===== src/rtl/lnrv_apb_pkg.sv =====
// Shared definitions for the ICB-to-APB4 bridge: FSM encoding and APB4 constants.
package lnrv_apb_pkg;

    typedef enum logic [1:0] {
        ST_IDLE   = 2'd0,
        ST_SETUP  = 2'd1,
        ST_ACCESS = 2'd2,
        ST_RSP    = 2'd3
    } state_t;

    localparam logic [2:0] PPROT_DEFAULT = 3'b000;
    // Largest transfer APB4 can carry on a 32-bit bus: 4 bytes (log2 = 2).
    localparam logic [2:0] APB_MAX_SIZE  = 3'd2;

endpackage


===== src/rtl/lnrv_icb2apb.sv =====
// ICB-to-APB4 bridge: one outstanding ICB command becomes one APB SETUP/ACCESS
// transfer, with an optional PREADY timeout so a hung peripheral cannot stall ICB.
//
// state  | meaning
// IDLE   | accepting a command (cmd_rdy=1)
// SETUP  | APB setup phase, psel=1 penable=0
// ACCESS | APB access phase, waiting for pready or timeout
// RSP    | holding the ICB response until rsp_rdy
module lnrv_icb2apb
    import lnrv_apb_pkg::*;
#(
    parameter int P_ADDR_WIDTH = 32,
    parameter int P_DATA_WIDTH = 32,
    parameter int P_TIMEOUT    = 256
) (
    input  logic                      clk,
    input  logic                      reset,

    input  logic                      s_icb_cmd_vld,
    output logic                      s_icb_cmd_rdy,
    input  logic                      s_icb_cmd_write,
    input  logic [P_ADDR_WIDTH-1:0]   s_icb_cmd_addr,
    input  logic [P_DATA_WIDTH-1:0]   s_icb_cmd_wdata,
    input  logic [P_DATA_WIDTH/8-1:0] s_icb_cmd_wstrb,
    input  logic [2:0]                s_icb_cmd_size,

    output logic                      s_icb_rsp_vld,
    input  logic                      s_icb_rsp_rdy,
    output logic [P_DATA_WIDTH-1:0]   s_icb_rsp_rdata,
    output logic                      s_icb_rsp_err,

    output logic                      m_apb_psel,
    output logic                      m_apb_penable,
    output logic                      m_apb_pwrite,
    output logic [P_ADDR_WIDTH-1:0]   m_apb_paddr,
    output logic [P_DATA_WIDTH-1:0]   m_apb_pwdata,
    output logic [P_DATA_WIDTH/8-1:0] m_apb_pstrb,
    output logic [2:0]                m_apb_pprot,
    input  logic                      m_apb_pready,
    input  logic                      m_apb_pslverr,
    input  logic [P_DATA_WIDTH-1:0]   m_apb_prdata
);

    // A disabled timeout still keeps a 1-bit counter so the width is never zero.
    localparam int CW = (P_TIMEOUT > 0) ? $clog2(P_TIMEOUT + 1) : 1;

    state_t          state;
    state_t          next_state;
    logic [CW-1:0]   wait_cnt;
    logic            cmd_hsk;
    logic            size_err;
    logic            timeout;

    assign s_icb_cmd_rdy = (state == ST_IDLE);
    assign cmd_hsk       = s_icb_cmd_vld && (state == ST_IDLE);
    assign size_err      = (s_icb_cmd_size > APB_MAX_SIZE);
    assign timeout       = (P_TIMEOUT != 0) && (wait_cnt == CW'(P_TIMEOUT));

    always_ff @(posedge clk) begin
        if (reset) begin
            state <= ST_IDLE;
        end else begin
            state <= next_state;
        end
    end

    always_comb begin
        next_state = state;
        case (state)
            ST_IDLE: begin
                if (cmd_hsk) begin
                    next_state = size_err ? ST_RSP : ST_SETUP;
                end
            end
            ST_SETUP:  next_state = ST_ACCESS;
            ST_ACCESS: begin
                if (m_apb_pready || timeout) begin
                    next_state = ST_RSP;
                end
            end
            ST_RSP: begin
                if (s_icb_rsp_rdy) begin
                    next_state = ST_IDLE;
                end
            end
            default: next_state = ST_IDLE;
        endcase
    end

    // Outputs are registered from next_state so they change on the same edge as the state.
    always_ff @(posedge clk) begin
        if (reset) begin
            m_apb_psel      <= 1'b0;
            m_apb_penable   <= 1'b0;
            m_apb_pwrite    <= 1'b0;
            m_apb_paddr     <= '0;
            m_apb_pwdata    <= '0;
            m_apb_pstrb     <= '0;
            m_apb_pprot     <= '0;
            s_icb_rsp_vld   <= 1'b0;
            s_icb_rsp_rdata <= '0;
            s_icb_rsp_err   <= 1'b0;
            wait_cnt        <= '0;
        end else begin
            m_apb_psel    <= (next_state == ST_SETUP) || (next_state == ST_ACCESS);
            m_apb_penable <= (next_state == ST_ACCESS);
            s_icb_rsp_vld <= (next_state == ST_RSP);

            if (cmd_hsk && !size_err) begin
                m_apb_pwrite <= s_icb_cmd_write;
                m_apb_paddr  <= s_icb_cmd_addr;
                m_apb_pwdata <= s_icb_cmd_wdata;
                m_apb_pstrb  <= s_icb_cmd_write ? s_icb_cmd_wstrb : '0;
                m_apb_pprot  <= PPROT_DEFAULT;
            end

            if (cmd_hsk && size_err) begin
                s_icb_rsp_rdata <= '0;
                s_icb_rsp_err   <= 1'b1;
            end

            if (state == ST_SETUP) begin
                wait_cnt <= '0;
            end else if ((state == ST_ACCESS) && !m_apb_pready) begin
                wait_cnt <= wait_cnt + CW'(1);
            end

            // A slave error returns zero data so stale read data never escapes.
            if ((state == ST_ACCESS) && m_apb_pready) begin
                s_icb_rsp_rdata <= (!m_apb_pwrite && !m_apb_pslverr) ? m_apb_prdata : '0;
                s_icb_rsp_err   <= m_apb_pslverr;
            end else if ((state == ST_ACCESS) && timeout) begin
                s_icb_rsp_rdata <= '0;
                s_icb_rsp_err   <= 1'b1;
            end
        end
    end

endmodule


===== config.mk =====
export PLATFORM = sky130hd
export DESIGN_NAME = lnrv_icb2apb
export DESIGN_NICKNAME = d
export VERILOG_FILES = /design/src/rtl/lnrv_apb_pkg.sv /design/src/rtl/lnrv_icb2apb.sv
export SDC_FILE = /design/constraint.sdc
export NUM_CORES = 1
export LEC_CHECK = 0
export CAP_MARGIN = 0
export CELL_PAD_IN_SITES_DETAIL_PLACEMENT = 1
export CELL_PAD_IN_SITES_GLOBAL_PLACEMENT = 1
export CORE_ASPECT_RATIO = 0.75
export CORE_UTILIZATION = 32
export CTS_CLUSTER_SIZE = 10
export DETAILED_ROUTE_END_ITERATION = 12
export GPL_TIMING_DRIVEN = 0
export PLACE_DENSITY = 0.83
export SLEW_MARGIN = 25
export SYNTH_ARGS = -nofsm -noshare
export SYNTH_HDL_FRONTEND = slang
export SYNTH_SLANG_ARGS = --single-unit

===== constraint.sdc =====
create_clock -name clk -period 4 [get_ports clk]
set_clock_uncertainty 0.2 [all_clocks]
set_input_delay 0.8 -clock clk [delete_from_list [all_inputs] [get_ports clk]]
set_output_delay 0.8 -clock clk [all_outputs]
set_load 0.05 [all_outputs]

==> summary.txt, run 1 <==
Die
  – Core area: roughly 0.014 sq mm
  – Die height: between 100 and 150 microns
  – Starting density of the core: 32.7%
  – Io pins: approximately 220
  – Die W: roughly 140 microns
  – Die Area: roughly 0.015 sq mm
  – Placement Rows: 38

STA
  – Fin. Hold Viols: 0
  – Max Slew Vio Count: 0
  – Max frequency: around 0.32 GHz
  – Post-Route Setup TNS: 0 ps
  – Final setup viols: 0
  – Crit share post-route: around three quarters
  – Fin crit period: 3080 ps
  – Worst setup margin: 921 ps
  – RSZ-0062 raised after global routing: false
  – Slew HR: 49.9%
  – Slew @ Worst Pin: about 750 ps

Flow run
  – Max-Cap Viols: 0

Clock network
  – Clock root cell: clkbuf_16
  – CTS tree: yes
  – CTS H-tree lvls: 4
  – Setup Buffers After CTS: 0
  – Clk sink count: about 120
  – Clock slew seen by the registers of the worst setup and hold paths: about 50 ps
  – Total clock buffers created by CTS: 17
  – Post-CTS Resized: 0
  – CTS Buffer Depth: 2
  – Hold_buf cts: 0
  – Clk_lat worst skew: roughly 410 ps

Placed design
  – Hpwl dp: 13.7 mm
  – IO buf count: roughly 210
  – Pre-CTS WS: 949 ps
  – Inst Count DP: 942
  – Final GP Congestion: between 0.7 and 0.8

Logic synthesis
  – Async SR Flop Fraction: 0%
  – Avg Synthesized Cell Area: roughly 9 sq um
  – Syn Std Cell Area: around 0.0047 sq mm
  – Mapped Cells: 526
  – Synth warn: 0
  – Post-synth EDFFs: 0
  – Synth unique cells: 39
  – Ys flop type: dfxtp_1
  – Seq/Total Area, Yosys: just under 50%
  – Yosys reg bits: around 120

Power
  – Switching pwr: just under 1 mW
  – Internal power: approximately 2.5 mW
  – Static Leakage: 2.83 nW
  – Design Power: around 3.4 mW
  – Switching share of power: between 20% and 30%
  – Seq pwr share: 35.7%
  – Max IR drop VDD: 0.000309 V
  – Clk pwr share: 45.4%
  – Pwr dens: approximately 450 mW/mm^2
  – Comb pwr share: 18.9%

Cells and area
  – Diode count: 0
  – Filler cells: approximately 1700
  – Final nets: 875
  – Final non-filler cell total: slightly below 1000
  – Area grow syn2layout: 63.6%
  – Layout cells sized above 1: under 10%

Global route
  – Initial antenna violation count: 0
  – Vias in the first global route: roughly 5500
  – Largest net degree at the start of global routing: 17
  – First-pass GRT wire length: between 20 and 30 mm
  – Total gr overflow: 0
  – Global Route Usage Sum: between 20% and 30%

Route
  – Final wirelength: between 15 and 20 mm
  – Pre-antenna DRT Iters: 5
  – DRC viols: 0
  – WL per Instance: ~19 microns
  – Via density: 5.45
  – Initial DRC Count: 277
  – Final antenna-violating net count: 0
  – Via Count: approximately 5300

Setup path
  – Crit-path max FO: 10
  – Worst EP arrival: roughly 2100 ps
  – Startpoint Class: flop
  – Critical path class: reg2out
  – Crit end category: primary output
  – WP data required: around 3000 ps

Outcome
  – Status: finished clean

Hold path
  – Hold WC Path Type: reg2reg
## through the flow
stage	utilization, %	hold WS, ps	instance area, sq um
global route	53.6	304	7740
finish	53.6	279	7740
global placement	49.3	260	7130
CTS	53.6	279	7740
floorplan	-	247	4740
detailed placement	49.3	270	7130
## state kept, by name, indices dropped and copies added (netlist names)
signal,flops
wait_cnt,9
m_apb_pwdata,32
m_apb_paddr,32
m_apb_penable,1
s_icb_rsp_rdata,32
m_apb_pstrb,4
s_icb_rsp_vld,1
m_apb_psel,1
s_icb_rsp_err,1
state,2
m_apb_pwrite,1
## worst max-delay path, cell delays in order (launching register included)
cell and delay (ps):
dfxtp_1 310, buf_6 140, clkbuf_1 220, nor2_1 160, clkdlybuf4s50_1 840
## placed cells by master, fill, tap and decap left out, types with 5 or more instances in the layout
cell             synthesis  layout
nand4_1                  6       6
clkdlybuf4s50_1          0     214
a21oi_1                 81      81
buf_2                   17      17
clkbuf_1                32      33
dfxtp_1                116     116
clkbuf_16                0      17
o21ai_1                 10      10
buf_6                    6       6
and3_1                  33      33
o21ai_0                 66      66
nand3_1                 67      67
inv_1                    6       6
nor2b_1                  5       5
a32o_1                  32      32
## synth_stat cells, drive strengths merged (3+ instances only)
cell type	number	area share (%)
a32o	32	6.8
nor2	3	0.24
clkbuf	32	2.5
nand2	5	0.45
inv	6	0.48
nor2b	5	0.66
ha	4	1.1
nand3	67	7.1
a21oi	81	8.6
buf	29	3.9
dfxtp	116	49
and3	33	4.4
o31ai	4	0.63
o21ai	76	8.0
nand4	7	1.1
nand3b	3	0.56
or4	4	0.63
## cell type report
class / count / area [sq um] / share of cell area, %
Tap cell: 200 / 250 / 3.23
Timing Repair Buffer: 214 / 2140 / 27.7
Buffer: 61 / 307 / 3.96
Clock buffer: 20 / 457 / 5.90
Multi-Input combinational cell: 345 / 2090 / 27.0
Sequential cell: 116 / 2320 / 30.0
Inverter: 6 / 22.5 / 0.291
Clock inverter: 12 / 155 / 2.00
## power groups by stage
| stage | Sequential, mW | Clock (mW) | Combinational (mW) |
|---|---|---|---|
| 3_5_place_dp | 1.25 | 0 | 0.646 |
| 4_1_cts | 1.23 | 1.59 | 0.653 |
| 3_3_place_gp | 1.25 | 0 | 0.627 |
| 5_1_grt | 1.24 | 1.65 | 0.691 |
| 2_1_floorplan | 1.40 | 0 | 0.207 |
| 6_report | 1.23 | 1.56 | 0.652 |
## metal layers
layer	up-vias	global-route usage [%]	share of wire [%]
met4	0	12.6	3.4
li1	2427	-	-
met5	-	0	0
met2	192	40.7	48
met1	2641	29.0	43
met3	44	6.98	5.7
## final timing paths
path	from	end	slack, ps	cells past startpoint
worst max-delay path	state[1]$_SDFF_PP0_	s_icb_cmd_rdy	920	4
worst max register to register	wait_cnt[0]$_SDFFE_PP0P_	m_apb_psel$_SDFF_PP0_	1560	8
worst min register to register	m_apb_paddr[22]$_SDFFE_PP0P_	m_apb_paddr[22]$_SDFFE_PP0P_	280	2
worst min-delay path	m_apb_paddr[22]$_SDFFE_PP0P_	m_apb_paddr[22]$_SDFFE_PP0P_	280	2
## kinds of logic after synthesis
logic type	count (synthesis)	synth area share (%)
fa+ha+maj	4	1.06
other cells	1	0.0792
flops	116	49.1
simple gates	139	17.8
compound gates	199	25.1
buf+inv	67	6.95
(Power assumes the default switching activity.)
==> run 2: changes to the inputs <==
Settings changed: CORE_UTILIZATION 32 to 30, PLACE_DENSITY 0.83 to 0.78.
Clock period 4 ns to 3.22 ns, I/O delays scaled along.
==> summary.txt, run 2 (synthesized netlist as in run 1, its figures left out) <==
Clock network
  – CTS H-tree lvls: 4 (unchanged)
  – Post-CTS Resized: 0 (unchanged)
  – Clock slew seen by the registers of the worst setup and hold paths: 60 ps (about the same)
  – Clk_lat worst skew: 420 ps (about the same)
  – CTS Buffer Depth: 2 (unchanged)
  – Clk sink count: 116 (unchanged)
  – Total clock buffers created by CTS: 17 (unchanged)
  – Hold_buf cts: 0 (unchanged)
  – Setup Buffers After CTS: 0 (unchanged)
  – Clock root cell: clkbuf_16
  – CTS tree: yes

Global route
  – Total gr overflow: 0 (unchanged)
  – Vias in the first global route: 5239 (-4.6%)
  – Initial antenna violation count: 0 (unchanged)
  – First-pass GRT wire length: 28.9 mm (+0.62%)
  – Global Route Usage Sum: 22.8% (-1.8 points)
  – Largest net degree at the start of global routing: 17 (unchanged)

Setup path
  – Critical path class: reg2out
  – Crit-path max FO: 10 (unchanged)
  – Worst setup startpoint: state[1]$_SDFF_PP0_
  – Slowest cell on the critical path: clkdlybuf4s50_1
  – Worst r2r src: wait_cnt[0]$_SDFFE_PP0P_
  – Worst path cell trace: buf_6 > clkbuf_1 > nor2_1 > clkdlybuf4s50_1
  – WP data required: 2380 ps (-620 ps)
  – Worst EP arrival: 2070 ps (about the same)
  – Worst Path Buf+Inv: 3 (unchanged)
  – Cell family with most CP delay: buffers and inverters
  – Startpoint Class: flop
  – Worst path max stage delay: 820 ps (-20 ps)
  – Crit end category: primary output

STA
  – Max frequency: approximately 0.34 GHz
  – Post-Route Setup TNS: 0 ps (unchanged)
  – Fin crit period: 2910 ps
  – Slew HR: 45.7% (-4.2 points)
  – Final setup viols: 0 (unchanged)
  – Crit share post-route: 90.4%
  – Fin. Hold Viols: 0 (unchanged)
  – RSZ-0062 raised after global routing: false
  – Slew @ Worst Pin: 805 ps (+53.8 ps)
  – Max Slew Vio Count: 0 (unchanged)

Cells and area
  – Final nets: 875 (unchanged)
  – FF+latch area: 0.00232 sq mm (unchanged)
  – Leading cell type in the layout, fill and taps excluded: clkdlybuf4s50_1
  – Layout cells sized above 1: 8.15% (-0.12 points)
  – Filler cells: 1739 (+1.7%)
  – Largest regs: m_apb_paddr: 32 flops, m_apb_pwdata: 32 flops, s_icb_rsp_rdata: 32 flops
  – Final non-filler cell total: 978 (+0.41%)
  – Area grow syn2layout: 64.5%
  – Area taken by multi-input logic gates: 0.00209 sq mm (unchanged)
  – Diode count: 0 (unchanged)
  – Fin util: 50.8% (-2.8 points)
  – Most frequent cells in the layout: clkdlybuf4s50_1 (214), dfxtp_1 (116), a21oi_1 (81)

Power
  – Clk pwr share: 47.2% (+1.8 points)
  – Switching pwr: 1.21 mW (+23%)
  – Seq pwr share: 34.5% (-1.2 points)
  – Internal power: 3.23 mW (+31%)
  – Max IR drop VDD: 0.000393 V (+27%)
  – Comb pwr share: 18.3% (-0.6 points)
  – Switching share of power: 27.2% (-1.3 points)
  – Static Leakage: 2.85 nW (+0.80%)
  – Pwr dens: 570 mW/mm^2 (+28%)
  – Design Power: 4.44 mW (+29%)

Route
  – DRC viols: 0 (unchanged)
  – Pre-antenna DRT Iters: 4 (-1)
  – Final wirelength: 18.4 mm (-1.7%)
  – Via Count: 5083 (-4.2%)
  – Via density: 5.20 (-4.6%)
  – Initial DRC Count: 162 (-42%)
  – Final antenna-violating net count: 0 (unchanged)
  – WL per Instance: 18.8 microns (-2.1%)

Die
  – Starting density of the core: 30.9% (-1.9 points)
  – Die height: 111 microns (+3.2%)
  – Die W: 147 microns (+3.2%)
  – Placement Rows: 39 (+2.6%)
  – Io pins: 219 (unchanged)
  – Core area: 0.0153 sq mm (+6.0%)
  – Die Area: 0.0163 sq mm (+6.6%)

Hold path
  – HP Start: m_apb_pwdata[4]$_SDFFE_PP0P_
  – Hold WC Path Type: reg2reg

Placed design
  – Final GP Congestion: 0.773 (-0.88%)
  – IO buf count: 214 (unchanged)
  – Hpwl dp: 13.5 mm (-1.5%)
  – Inst Count DP: 947 (+0.53%)

Flow run
  – Max-Cap Viols: 0 (unchanged)

Outcome
  – Status: finished clean
==> run 2: per-stage QoR <==
stage               setup slack, ps  hold WS (ps)  area (sq um)
CTS                             287           277          7790
global route                    251           295          7790
global placement                298           262          7140
detailed placement              227           270          7140
floorplan                      1110           247          4740
finish                          310           274          7790
==> run 2: metal layers <==
layer / global-route usage [%] / vias to the layer above / routed length (microns)
li1: - / 2419 / -
met1: 29.8 / 2503 / 8570
met2: 36.7 / 147 / 8760
met3: 4.49 / 14 / 876
met4: 9.07 / 0 / 201
met5: 0 / - / 0
==> run 2: path summary, 6_finish.rpt <==
check	to	slack (ps)	cells after the start
worst max-delay path	s_icb_cmd_rdy	310	4
worst min-delay path	m_apb_pwdata[4]$_SDFFE_PP0P_	270	2
worst max register to register	m_apb_psel$_SDFF_PP0_	680	8
worst min register to register	m_apb_pwdata[4]$_SDFFE_PP0P_	270	2
==> run 2: final cells by class <==
cell class	instances	area share (%)
multi-input combinational	345	26.8
timing repair buffer	214	27.5
sequential	116	29.8
buffer	61	3.94
tap	205	3.29
inverter	6	0.289
clock buffer	21	6.04
clock inverter	10	2.28
==> run 2: power by group through the flow <==
stage / registers, mW / logic (mW) / clock network [mW]
3_5_place_dp: 1.56 / 0.805 / 0
5_1_grt: 1.54 / 0.859 / 2.19
3_3_place_gp: 1.56 / 0.785 / 0
6_report: 1.53 / 0.811 / 2.10
4_1_cts: 1.53 / 0.812 / 2.12
2_1_floorplan: 1.74 / 0.258 / 0
==> run 2: worst reg2reg max path, stage by stage (launching register included) <==
cell and delay (ps):
dfxtp_1 360, inv_1 80, ha_1 170, nor4bb_1 430, nand4_2 380, buf_6 280
and3_1 150, ha_1 310, nor2_1 110
==> run 3: changes to the inputs <==
--- a/constraint.sdc
+++ b/constraint.sdc
@@ -3,3 +3,3 @@
 set_input_delay 0.644 -clock clk [delete_from_list [all_inputs] [get_ports clk]]
 set_output_delay 0.644 -clock clk [all_outputs]
-set_load 0.05 [all_outputs]
+set_load 0.1 [all_outputs]
==> summary.txt, run 3 (synthesized netlist as in run 1, its figures left out) <==
Cells and area
  – Area grow syn2layout: 64.5% (about the same)
  – Filler cells: 1740 (+0.058%)
  – FF+latch area: 0.00232 sq mm (unchanged)
  – Largest regs: m_apb_paddr: 32 flops, m_apb_pwdata: 32 flops, s_icb_rsp_rdata: 32 flops
  – Most frequent cells in the layout: clkdlybuf4s50_1 (213), dfxtp_1 (116), a21oi_1 (81)
  – Layout cells sized above 1: 8.15% (unchanged)
  – Final nets: 875 (unchanged)
  – Diode count: 0 (unchanged)
  – Final non-filler cell total: 978 (unchanged)
  – Leading cell type in the layout, fill and taps excluded: clkdlybuf4s50_1
  – Area taken by multi-input logic gates: 0.00209 sq mm (unchanged)

STA
  – Max frequency: 0.338 GHz (-1.6%)
  – Final setup viols: 0 (unchanged)
  – Fin. Hold Viols: 0 (unchanged)
  – Slew HR: 31.1% (-15 points)
  – Slew @ Worst Pin: 1030 ps (+225 ps)
  – Fin crit period: 2960 ps (+46.4 ps)
  – Max Slew Vio Count: 0 (unchanged)
  – RSZ-0062 raised after global routing: false
  – Crit share post-route: 91.8% (+1.4 points)
  – Worst setup margin: 264 ps (-46.4 ps)
  – Post-Route Setup TNS: 0 ps (unchanged)

Clock network
  – Hold_buf cts: 0 (unchanged)
  – CTS tree: yes
  – CTS H-tree lvls: 4 (unchanged)
  – CTS Buffer Depth: 2 (unchanged)
  – Clock root cell: clkbuf_16
  – Clk_lat worst skew: 420 ps (about the same)
  – Clock slew seen by the registers of the worst setup and hold paths: 60 ps (about the same)
  – Clk sink count: 116 (unchanged)
  – Total clock buffers created by CTS: 17 (unchanged)

Die
  – Io pins: 219 (unchanged)
  – Starting density of the core: 30.9% (unchanged)
  – Die W: 147 microns (unchanged)
  – Placement Rows: 39 (unchanged)
  – Core area: 0.0153 sq mm (unchanged)
  – Die height: 111 microns (unchanged)
  – Die Area: 0.0163 sq mm (unchanged)

Route
  – Initial DRC Count: 162 (unchanged)
  – Final antenna-violating net count: 0 (unchanged)
  – DRC viols: 0 (unchanged)
  – WL per Instance: 18.8 microns (about the same)
  – Pre-antenna DRT Iters: 4 (unchanged)
  – Final wirelength: 18.4 mm (about the same)
  – Via density: 5.20 (about the same)
  – Via Count: 5081 (-0.039%)

Hold path
  – Hold WC Path Type: reg2reg

Global route
  – Vias in the first global route: 5239 (unchanged)
  – First-pass GRT wire length: 28.9 mm (unchanged)
  – Total gr overflow: 0 (unchanged)
  – Largest net degree at the start of global routing: 17 (unchanged)
  – Initial antenna violation count: 0 (unchanged)
  – Global Route Usage Sum: 22.8% (unchanged)

Placed design
  – Hpwl dp: 13.5 mm (unchanged)
  – IO buf count: 214 (unchanged)
  – Final GP Congestion: 0.773 (unchanged)
  – Pre-CTS WS: 227 ps (unchanged)
  – Inst Count DP: 947 (unchanged)

Outcome
  – Status: finished clean

Setup path
  – Critical path class: reg2out
  – Crit end category: primary output
  – Worst EP arrival: 2110 ps (+40 ps)
  – Startpoint Class: flop
  – Crit-path max FO: 10 (unchanged)
  – WP data required: 2380 ps (about the same)

Flow run
  – Max-Cap Viols: 0 (unchanged)

Power
  – Design Power: 4.66 mW (+5.0%)
  – Pwr dens: 598 mW/mm^2 (+5.0%)
  – Max IR drop VDD: 0.000395 V (+0.49%)
  – Static Leakage: 2.85 nW (about the same)
[run 3: changes by cell type in the layout (fill, tap and decap cells not counted)]
cell,delta
dlygate4sd2_1,+1
clkdlybuf4s50_1,-1
[run 3: area by class of cell]
class	count	area share, %
clock inverter	10	2.28
timing repair buffer	214	27.5
inverter	6	0.289
multi-input combinational	345	26.8
tap	205	3.29
clock buffer	21	6.04
buffer	61	3.94
sequential	116	29.8
[run 3: where the power goes]
group	switching, mW	internal (mW)	total, mW
combinational	0.727	0.306	1.03
sequential	0.0329	1.50	1.53
clock	0.673	1.42	2.10
[run 3: timing repair]
| action | 4_1_cts | 5_1_grt |
|---|---|---|
| setup endpoints to repair | 1 | 0 |
| resized for setup | 1 | 0 |
| buffers inserted | 0 | 0 |
[run 3: worst max-delay path: stages, from the launching register on]
cell and delay, ps:
dfxtp_1 300, buf_6 140, clkbuf_1 220, nor2_1 140, dlygate4sd2_1 870
[run 3: metal layers]
metal	global-route usage [%]	vias up	share of wire, %
li1	-	2419	-
met5	0	-	0
met2	36.7	145	48
met1	29.8	2503	47
met3	4.49	14	4.7
met4	9.07	0	1.1
[run 3: path summary, 6_finish.rpt]
check                                    start                      endpoint  slack (ps)  depth (start not counted)
setup / recovery           state[1]$_SDFF_PP0_                 s_icb_cmd_rdy         260                          4
hold / removal    m_apb_pwdata[4]$_SDFFE_PP0P_  m_apb_pwdata[4]$_SDFFE_PP0P_         270                          2
setup reg to reg      wait_cnt[0]$_SDFFE_PP0P_         m_apb_psel$_SDFF_PP0_         680                          8
hold reg to reg   m_apb_pwdata[4]$_SDFFE_PP0P_  m_apb_pwdata[4]$_SDFFE_PP0P_         270                          2
[run 3: through the flow]
stage / hold WS, ps / instance area (sq um) / utilization [%]
2_1_floorplan: 247 / 4740 / -
3_3_place_gp: 262 / 7140 / 46.6
3_5_place_dp: 270 / 7140 / 46.6
4_1_cts: 277 / 7780 / 50.8
5_1_grt: 295 / 7780 / 50.8
6_report: 274 / 7780 / 50.8
==> RTL change: new RTL, flow settings as in run 3 <==
The parameter `P_TIMEOUT` goes from 256 to 512.
--- a/src/rtl/lnrv_icb2apb.sv
+++ b/src/rtl/lnrv_icb2apb.sv
@@ -11,7 +11,7 @@
 #(
     parameter int P_ADDR_WIDTH = 32,
     parameter int P_DATA_WIDTH = 32,
-    parameter int P_TIMEOUT    = 256
+    parameter int P_TIMEOUT    = 512
 ) (
     input  logic                      clk,
     input  logic                      reset,
Check against the original RTL: same outputs for any inputs over 10 cycles, from zero or initial values and one cycle with reset high; that may be too few to reach the edited logic, so the function may still have changed.
==> RTL change against run 3 <==
Wire length is 2.4% lower; worst setup slack got worse by 18 ps; sequential cell count is 1 higher; global-route usage grew 0.25 points; power decreased by 7.4%; design area is 3.1% lower; hold slack better by 3.7 ps; combinational power is essentially flat; synthesized area shrank 3.0%; via count down 4.7%; non-clock buffer count fell by 4; critical endpoint unchanged; highest routed layer unchanged.
==> RTL change: results (changes against run 3) <==
[finish]
layout.filler_cells = 1657  ; -4.8%
n_multi_input_combinational_cell = 320  ; -7.2%
footprint_of_the_flip_flops_and_latches_um2 = 2340  ; +0.86%
final_layout_size_suffix_gt1_share_pct = 8.98  ; +0.83 points
filler_free_cell_count_of_the_finished_design = 946  ; -3.3%
stdcell_area_um2 = 7540  ; -3.1%
multi_input_comb_area_um2 = 1930  ; -7.4%
layout.clock.cell_area_share_pct = 7.20  ; -1.1 points
inverters_excl_clock = 7  ; +1
final.signal_buffer_count = 271  ; -1.5%
final_nets = 848  ; -3.1%

[placed_design]
place_worst_setup_slack_ps = 289  ; +61.9 ps
placed_cells_incl_taps = 915  ; -3.4%
placed_cell_area_um2 = 7000  ; -1.9%

[run_status]
status = finished clean

[synth]
synth.yosys.seq_area_share_pct = 51.0  ; +2.0 points
synth.top_cells.by_area = sky130_fd_sc_hd__dfxtp_1, sky130_fd_sc_hd__a21oi_1, sky130_fd_sc_hd__nand3_1
yosys_cell_types = 44  ; +13%
ys_top_cells_by_count = sky130_fd_sc_hd__dfxtp_1, sky130_fd_sc_hd__a21oi_1, sky130_fd_sc_hd__nand3_1, sky130_fd_sc_hd__o21ai_1, sky130_fd_sc_hd__a32o_1

[drt]
final_wirelength_um = 18000  ; -2.4%
first_iter_violations = 197  ; +22%
wl_met3_um = 1900  ; +120%

[timing]
max-slew-margin-rel_pct = 29.1  ; -2.0 points
fin_worst_hold_slack_ps = 277  ; +3.73 ps

[pwr]
net-switching-power_mw = 1.41  ; -1.6%
vdd_drop_max_mv = 0.393  ; -0.50%
leakage_nw = 2.58  ; -9.7%
cell_internal_pwr_mw = 2.90  ; -10%

[global_route]
grt_pass1_wl_um = 27100  ; -6.2%
grt.met3_usage_pct = 10.2  ; +5.7 points
met1_track_usage_gr_pct = 25.3  ; -4.5 points
first_global_vias = 5153  ; -1.6%

[floorplan]
taps = 200  ; -2.4%

[worst_setup_path]
slack_of_the_worst_reg_to_reg_path_ps = 1120  ; +440 ps
crit_arrival_ps = 2130  ; +20 ps

[clocking]
number_of_clock_sinks = 117  ; +0.86%

[RTL change: critical path, cell delays in order (launching register included)]
cell                            delay [ps]
sky130_fd_sc_hd__dfxtp_1               290
sky130_fd_sc_hd__buf_4                 160
sky130_fd_sc_hd__clkbuf_1              220
sky130_fd_sc_hd__nor2_1                180
sky130_fd_sc_hd__dlygate4sd2_1         870
[RTL change: kinds of logic after synthesis]
group	count (synthesis)	synth area share [%]
compound gates	202	26.6
flops	117	51.0
simple gates	110	14.0
buf+inv	63	6.98
fa+ha+maj	4	1.09
mux	1	0.245
other cells	1	0.0817
[RTL change: how the worst max path moves through the flow]
stage | start | end | slack (ps) | cells past startpoint
finish | state[1] | s_icb_cmd_rdy | 250 | 4
global route | state[1] | s_icb_cmd_rdy | 160 | 4
CTS | state[1] | s_icb_cmd_rdy | 210 | 4
detailed placement | s_icb_cmd_size[0] | m_apb_psel | 290 | 7
global placement | s_icb_cmd_size[0] | m_apb_psel | 310 | 7
floorplan | state[1] | s_icb_cmd_rdy | 490 | 3
